===== src/rtl/word_serializer_pkg.sv =====
// Shared types and defaults for the word serializer.
// Holds the FSM state encoding and a helper that sizes the lane index.
package word_serializer_pkg;

    localparam int DEFAULT_WORD_W = 32;
    localparam int DEFAULT_LANE_W = 8;

    typedef enum logic {
        IDLE = 1'b0,
        EMIT = 1'b1
    } state_e;

    // A lane index is at least one bit wide, even when a word has a single lane.
    function automatic int calc_iw(input int lanes);
        return (lanes <= 2) ? 1 : $clog2(lanes);
    endfunction

endpackage


===== src/rtl/word_serializer_lane_select.sv =====
// Combinational lane picker: returns bits [idx*LANE_W +: LANE_W] of a word.
// Out-of-range indices (non power-of-two lane counts) return zero.
module lane_select
    import word_serializer_pkg::*;
#(
    parameter  int WORD_W = DEFAULT_WORD_W,
    parameter  int LANE_W = DEFAULT_LANE_W,
    localparam int LANES  = WORD_W / LANE_W,
    localparam int IW     = calc_iw(LANES)
) (
    input  logic [WORD_W-1:0] word_i,
    input  logic [IW-1:0]     idx_i,
    output logic [LANE_W-1:0] lane_o
);

    logic [LANE_W-1:0] lanes [LANES];

    for (genvar gi = 0; gi < LANES; gi++) begin : g_lane
        assign lanes[gi] = word_i[gi*LANE_W +: LANE_W];
    end

    always_comb begin
        lane_o = '0;
        for (int i = 0; i < LANES; i++) begin
            if (idx_i == IW'(i)) begin
                lane_o = lanes[i];
            end
        end
    end

endmodule


===== src/rtl/word_serializer.sv =====
// Splits a WORD_W word into count lanes of LANE_W bits, msb- or lsb-first,
// with valid/ready handshakes on both sides and zero-bubble word chaining.
module word_serializer
    import word_serializer_pkg::*;
#(
    parameter  int WORD_W = DEFAULT_WORD_W,
    parameter  int LANE_W = DEFAULT_LANE_W,
    localparam int LANES  = WORD_W / LANE_W,
    localparam int IW     = calc_iw(LANES)
) (
    input  logic              clk,
    input  logic              rst_n,
    input  logic              in_valid,
    output logic              in_ready,
    input  logic [WORD_W-1:0] in_data,
    input  logic [IW-1:0]     in_count,
    input  logic              in_msb_first,
    output logic              out_valid,
    input  logic              out_ready,
    output logic [LANE_W-1:0] out_data,
    output logic [IW-1:0]     out_idx,
    output logic              out_last,
    output logic              busy
);

    localparam logic [IW-1:0] TOP_LANE = IW'(LANES - 1);

    state_e            state_q;
    logic [WORD_W-1:0] word_q;
    logic              msb_q;
    logic [IW-1:0]     count_q;
    logic [IW-1:0]     cnt_q;

    logic [IW-1:0]     last_cnt;
    logic              in_fire;
    logic              out_fire;

    // A stored count of zero stands for a full word of LANES lanes.
    assign last_cnt  = (count_q == '0) ? TOP_LANE : (count_q - IW'(1));

    assign busy      = (state_q == EMIT);
    assign out_valid = busy;
    assign out_last  = busy && (cnt_q == last_cnt);
    assign out_idx   = msb_q ? (TOP_LANE - cnt_q) : cnt_q;

    assign in_ready  = rst_n && (!busy || (out_last && out_ready));
    assign in_fire   = in_valid && in_ready;
    assign out_fire  = out_valid && out_ready;

    lane_select #(
        .WORD_W (WORD_W),
        .LANE_W (LANE_W)
    ) u_lane_select (
        .word_i (word_q),
        .idx_i  (out_idx),
        .lane_o (out_data)
    );

    always_ff @(posedge clk or negedge rst_n) begin
        if (!rst_n) begin
            state_q <= IDLE;
            word_q  <= '0;
            msb_q   <= 1'b0;
            count_q <= '0;
            cnt_q   <= '0;
        end else begin
            // Loading a new word takes priority; it also covers the
            // back-to-back case where the last lane leaves this cycle.
            if (in_fire) begin
                state_q <= EMIT;
                word_q  <= in_data;
                msb_q   <= in_msb_first;
                count_q <= in_count;
                cnt_q   <= '0;
            end else if (out_fire) begin
                if (out_last) begin
                    state_q <= IDLE;
                    cnt_q   <= '0;
                end else begin
                    cnt_q   <= cnt_q + IW'(1);
                end
            end
        end
    end

endmodule


===== config.mk =====
export PLATFORM = sky130hd
export DESIGN_NAME = word_serializer
export DESIGN_NICKNAME = d
export VERILOG_FILES = /design/src/rtl/word_serializer_pkg.sv /design/src/rtl/word_serializer_lane_select.sv /design/src/rtl/word_serializer.sv
export SDC_FILE = /design/constraint.sdc
export NUM_CORES = 1
export LEC_CHECK = 0
export CORE_MARGIN = 5
export CORE_UTILIZATION = 49
export CTS_BUF_LIST = sky130_fd_sc_hd__clkbuf_4
export CTS_CLUSTER_DIAMETER = 40
export DETAILED_ROUTE_END_ITERATION = 12
export PLACE_DENSITY = 0.9
export SETUP_SLACK_MARGIN = 0.4
export SLEW_MARGIN = 20
export SYNTH_ARGS = -nofsm -noshare
export SYNTH_HDL_FRONTEND = slang
export SYNTH_SLANG_ARGS = --single-unit

===== constraint.sdc =====
create_clock -name clk -period 2.3 [get_ports clk]
set_input_delay 0.46 -clock clk [delete_from_list [all_inputs] [get_ports clk]]
set_output_delay 0.46 -clock clk [all_outputs]
set_load 0.01 [all_outputs]

* After elaboration in Yosys (flattened, before gate mapping)
Index checks and enable logic that the tools add are counted.
** Cells by class
- Reductions and logical operators :: 12
- Equality and inequality tests :: 4
- Add/subtract/negate cells :: 3
- Muxes and demuxes :: 12
** Operators with widths (number)
- 2-to-1 mux 8 bit :: 4
- 2-to-1 mux 2 bit :: 5
- logical AND 1 bit :: 5
- == test 2 bit, second input constant :: 2
- zero test 2 bit :: 2
- nonzero test 2 bit :: 2
- 2-to-1 mux 1 bit :: 3
- adder 2 x 1 -> 2 bit, second input constant :: 1
- == test 2 x 1 -> 1 bit, second input constant :: 1
- == test 2 bit :: 1
- AND reduction 2 bit :: 1
- subtractor 2 x 1 -> 2 bit, second input constant :: 1
- subtractor 2 bit, first input constant :: 1
- zero test 1 bit :: 1
- logical OR 1 bit :: 1
** Storage, ports and cells
- Input bits :: 39
- Logic and storage cells :: 36
- Flip-flop bits (word level) :: 38

* Logic depth before layout (Yosys ltp)
- Depth in word-level cells :: 10
- Depth in mapped cells :: 6
- Depth with buffers taken out :: 4

* Modules after synthesis
Synthesis repeated with hierarchy kept, for this count alone.
** Unflattened totals
- Cells, all modules :: 116
- Area, all modules :: 1913.1 µm²
** By module, submodules not included
- word_serializer :: cells an instance 106, times used 1, area an instance 1716.6 µm², sequential area each 950.9 µm²
- lane_select :: cells an instance 10, times used 1, area an instance 196.4 µm², sequential area each 0.0 µm²

* Worst setup path after synthesis
OpenSTA, ideal clock, no wires.
- Path kind :: register -> output
- From :: register cnt_q[0]
- To :: output out_data[0]
- Stages on the path, launching flop included :: 4
- Required time :: 1.840 ns
- Slack :: -0.041 ns
- Data arrival time :: 1.881 ns
- Cell sequence :: dfrtp_1 -> buf_4 -> xor2_1 -> mux4_1
** On the way
- Word-level cells in the longest chain between the ends :: 7
** Ends and longest elaborated chain
- start, declared :: RTL line word_serializer.sv:32 : logic [IW-1:0] cnt_q;
- start signal, assigned :: RTL line word_serializer.sv:80 : cnt_q <= cnt_q + IW'(1);
- subtractor 2 bit :: RTL line word_serializer.sv:44 : assign out_idx = msb_q ? (TOP_LANE - cnt_q) : cnt_q;
- 2-to-1 mux 2 bit * :: RTL line word_serializer.sv:44
- named net out_idx[0] :: RTL line word_serializer.sv:21 : output logic [IW-1:0] out_idx,
- zero test 2 bit :: RTL line word_serializer_lane_select.sv:25 : if (idx_i == IW'(i)) begin
- 2-to-1 mux 8 bit (3 in a row) :: RTL line word_serializer_lane_select.sv:25
- 2-to-1 mux 8 bit * :: RTL line word_serializer_lane_select.sv:25
- end, declared :: RTL line word_serializer.sv:20 : output logic [LANE_W-1:0] out_data,
Mark *: on every way through the listed nets, which the timed path passes. The rest lies on a longest branch.

* Worst setup path after layout
- From :: register msb_q
- To :: output out_data[0]
** On the way
- Word-level cells in the longest chain between the ends :: 6
** Ends and longest elaborated chain
- start, declared :: RTL line word_serializer.sv:30 : logic msb_q;
- start signal, assigned :: RTL line word_serializer.sv:72 : msb_q <= in_msb_first;
- 2-to-1 mux 2 bit * :: RTL line word_serializer.sv:44
- zero test 2 bit :: RTL line word_serializer_lane_select.sv:25
- 2-to-1 mux 8 bit (3 in a row) :: RTL line word_serializer_lane_select.sv:25
- 2-to-1 mux 8 bit * :: RTL line word_serializer_lane_select.sv:25
Mark *: on every way between the ends. The rest lies on a longest branch, timed or not.

==> flow_metrics.tcl <==
set metrics [dict create \
    cts_max_level 2 \
    routedWlPerCell_um 23.2 \
    avgSynthCellArea_sq_um 15.6 \
    min_path_type "input port to asynchronous set/reset pin" \
    hold_viol_final 0 \
    crit_family "multiplexers" \
    intPower_mw 3.21 \
    cts_tree "built" \
    place_hpwl_mm 3.30 \
    yosys_warnings 0 \
    cellLeakagePower_nw 1.37 \
    drtIter0Drc 100 \
    crit_arrival_ns 1.89 \
    synth_cells 116 \
    finalWorstSetupSlack_ns -0.0500 \
    grt_util_met2_pct 43.0 \
    antenna-diode-count 0 \
    p_comb_share_pct 65.7 \
    antenna_found_initial 0 \
    finalSetupViolations 6 \
    core_region_area_sq_um 3630 \
    io_pins 53 \
    syn_to_final_growth_pct 71.7 \
    ys_ff_latch 38 \
    grt_busiest_layer "met2" \
    filler_cell_count 169 \
    critPathLaunchType "flip-flop" \
    numCtsBuffers 5 \
    clock_power_share_pct 7.6 \
    required_ns 1.84 \
    grt_pass1_vias 1619 \
    clk_latency_ns 0.36 \
    fin_util_pct 85.6 \
    met1_usage_pct 27.8 \
    firstDrtPassIters 4 \
    grt_util_met3_pct 5.68 \
    violations "negative setup slack" \
    layout_commonest_cell "clkdlybuf4s50_1" \
    syn-cell-area_sq_um 1810 \
    relSlewSlack_pct 68.8 \
    status "finished with violations" \
    vias_per_cell 5.60 \
    slowest_delay_ns 0.54 \
    drt-total-wl_mm 5.97 \
    grt_remaining_overflow 0 \
    fmax_ghz 0.426 \
    dieArea_sq_um 5010 \
    period_share_pct 102 \
    final_cell_mix "clkdlybuf4s50_1, mux2_4, dfrtp_1" \
    ys_seq_area_share_pct 52.5 \
    gp_congestion 0.772 \
    route.detailed.drc 0 \
    clk_pin_slew_ns 0.12 \
    die_w_um 70.8 \
    worst_pin_slew_ns 0.467 \
    worstSetupEndpointType "primary output" \
    clock_path_buffers 2 \
    peakVddDrop_uv 1040 \
    final_nets 248 \
    drv_cap 0 \
    placementRows 22 \
    synth_cell_types 23 \
    drive_above_1_share_pct 54.1 \
    design_area_sq_um 3110 \
    vias 1439 \
    syn-num-nets 155 \
    period_minus_slack_ns 2.35 \
    fp.dieH_um 70.8 \
    port_buffers 52 \
    grt_pass1_wl_mm 9.02 \
    place_area_sq_um 2580 \
    cp_slowest_cell "mux4_2" \
    drv_slew 0 \
    antenna_left 0 \
    seqPwrFrac_pct 26.7 \
    start_util_pct 49.8 \
    cts_root_buf "clkbuf_4" \
    clkSinkCount 38 \
    grt_max_degree 38 \
    crit_fanout 6 \
    timing.critical_path.buf_inv 2 \
    worst-setup-path-type "flip-flop to primary output" \
    grt_util_all_layers_pct 24.2 \
    p_per_area_nw_per_um2 1560 \
    p_sw_mw 1.64 \
    switching_share_pct 33.8 \
    fin_skew_ns 0.0172 \
    rsz0062_at_grt "yes" \
    crit_chain "xor2_4 > buf_12 > mux4_2 > buf_6" \
]
[power by group through the flow]
stage | clock network, mW | registers (mW) | logic (mW)
floorplan | 0 | 1.17 | 1.43
global placement | 0 | 1.23 | 2.35
detailed placement | 0 | 1.27 | 2.40
CTS | 0.359 | 1.28 | 2.90
global route | 0.400 | 1.32 | 3.35
finish | 0.369 | 1.29 | 3.19
[worst reg2reg max path, delay by kind of cell, from the launching register on]
kind	cells	cell delay, ns
DFF	1	0.47
and+or+nand+nor	1	0.17
AOI/OAI and AO/OA	1	0.13
buffers and inverters	6	0.75
muxes	2	0.59
[per-stage QoR]
step	hold WS (ns)	cells	setup TNS (ns)	total power, mW	setup WS [ns]
2_1_floorplan	0.164	116	0	2.59	0.340
3_3_place_gp	0.263	222	-0.609	3.58	-0.294
3_5_place_dp	0.264	222	-2.52	3.67	-0.343
4_1_cts	0.206	251	-0.0607	4.54	-0.0224
5_1_grt	0.240	257	-0.609	5.06	-0.101
6_report	0.206	257	-0.124	4.85	-0.0500
[worst paths after layout]
kind	startpoint	end	slack (ns)	cells after the start
max	msb_q	out_data[0]	-0.05	4
min	rst_n	word_q[30]	0.21	2
max reg2reg	cnt_q[0]	word_q[0]	0.07	10
min reg2reg	word_q[27]	word_q[27]	0.52	1
max in group asynchronous	rst_n	busy	1.73	2
min in group clk	rst_n	busy	0.52	3
[cells in the mapped netlist, drive strengths merged]
cell type  instances  area, sq um
o22ai              1         6.26
inv                1         3.75
and2               2         12.5
xnor2              1         8.76
dfrtp             38          951
nand2              3         11.3
xor2               2         17.5
buf                6         67.6
nand2b             2         12.5
nand3b             4         30.0
nor2               1         3.75
mux2              35          398
o2bb2ai            1         8.76
a21oi              6         41.3
a31oi              1         6.26
nand3              2         10.0
mux4               8          210
o21ai              1         5.00
nor2b              1         6.26
[registers in the layout (all words and copies together), names as in the netlist]
name	count
busy	1
cnt_q	2
count_q	2
msb_q	1
word_q	32
[metal layers]
layer / vias to the layer above / share of wire, %
li1: 608 / -
met1: 743 / 39
met2: 64 / 52
met3: 24 / 4.9
met4: 0 / 4.7
met5: - / 0
[cells by family (layout without fill, tap and decap cells)]
kind of cell | count (synthesis) | after routing | share of synthesized area [%]
muxes | 43 | 43 | 33.6
buffers and inverters | 7 | 100 | 3.94
xor gates and xnor gates | 3 | 3 | 1.45
DFF | 38 | 38 | 52.5
and+or+nand+nor | 15 | 15 | 4.77
AOI/OAI and AO/OA | 10 | 10 | 3.73
[cell type report]
class | instances | area, sq um | share of cell area [%]
clock buffer | 7 | 52.6 | 1.69
tap | 48 | 60.1 | 1.93
inverter | 1 | 3.75 | 0.121
multi-input combinational | 71 | 960 | 30.9
timing repair buffer | 92 | 1080 | 34.6
sequential | 38 | 956 | 30.7
[timing repair]
action | in CTS | in global routing
resized for setup | 94 | 10
pin swaps | 4 | 5
cloned | 6 | 0
endpoints found under the setup margin | 48 | 50
hold endpoints to repair | 1 | 0
setup buffers | 15 | 6
hold buffers | 1 | 0
Note: power is estimated with default switching activity, not from simulation.
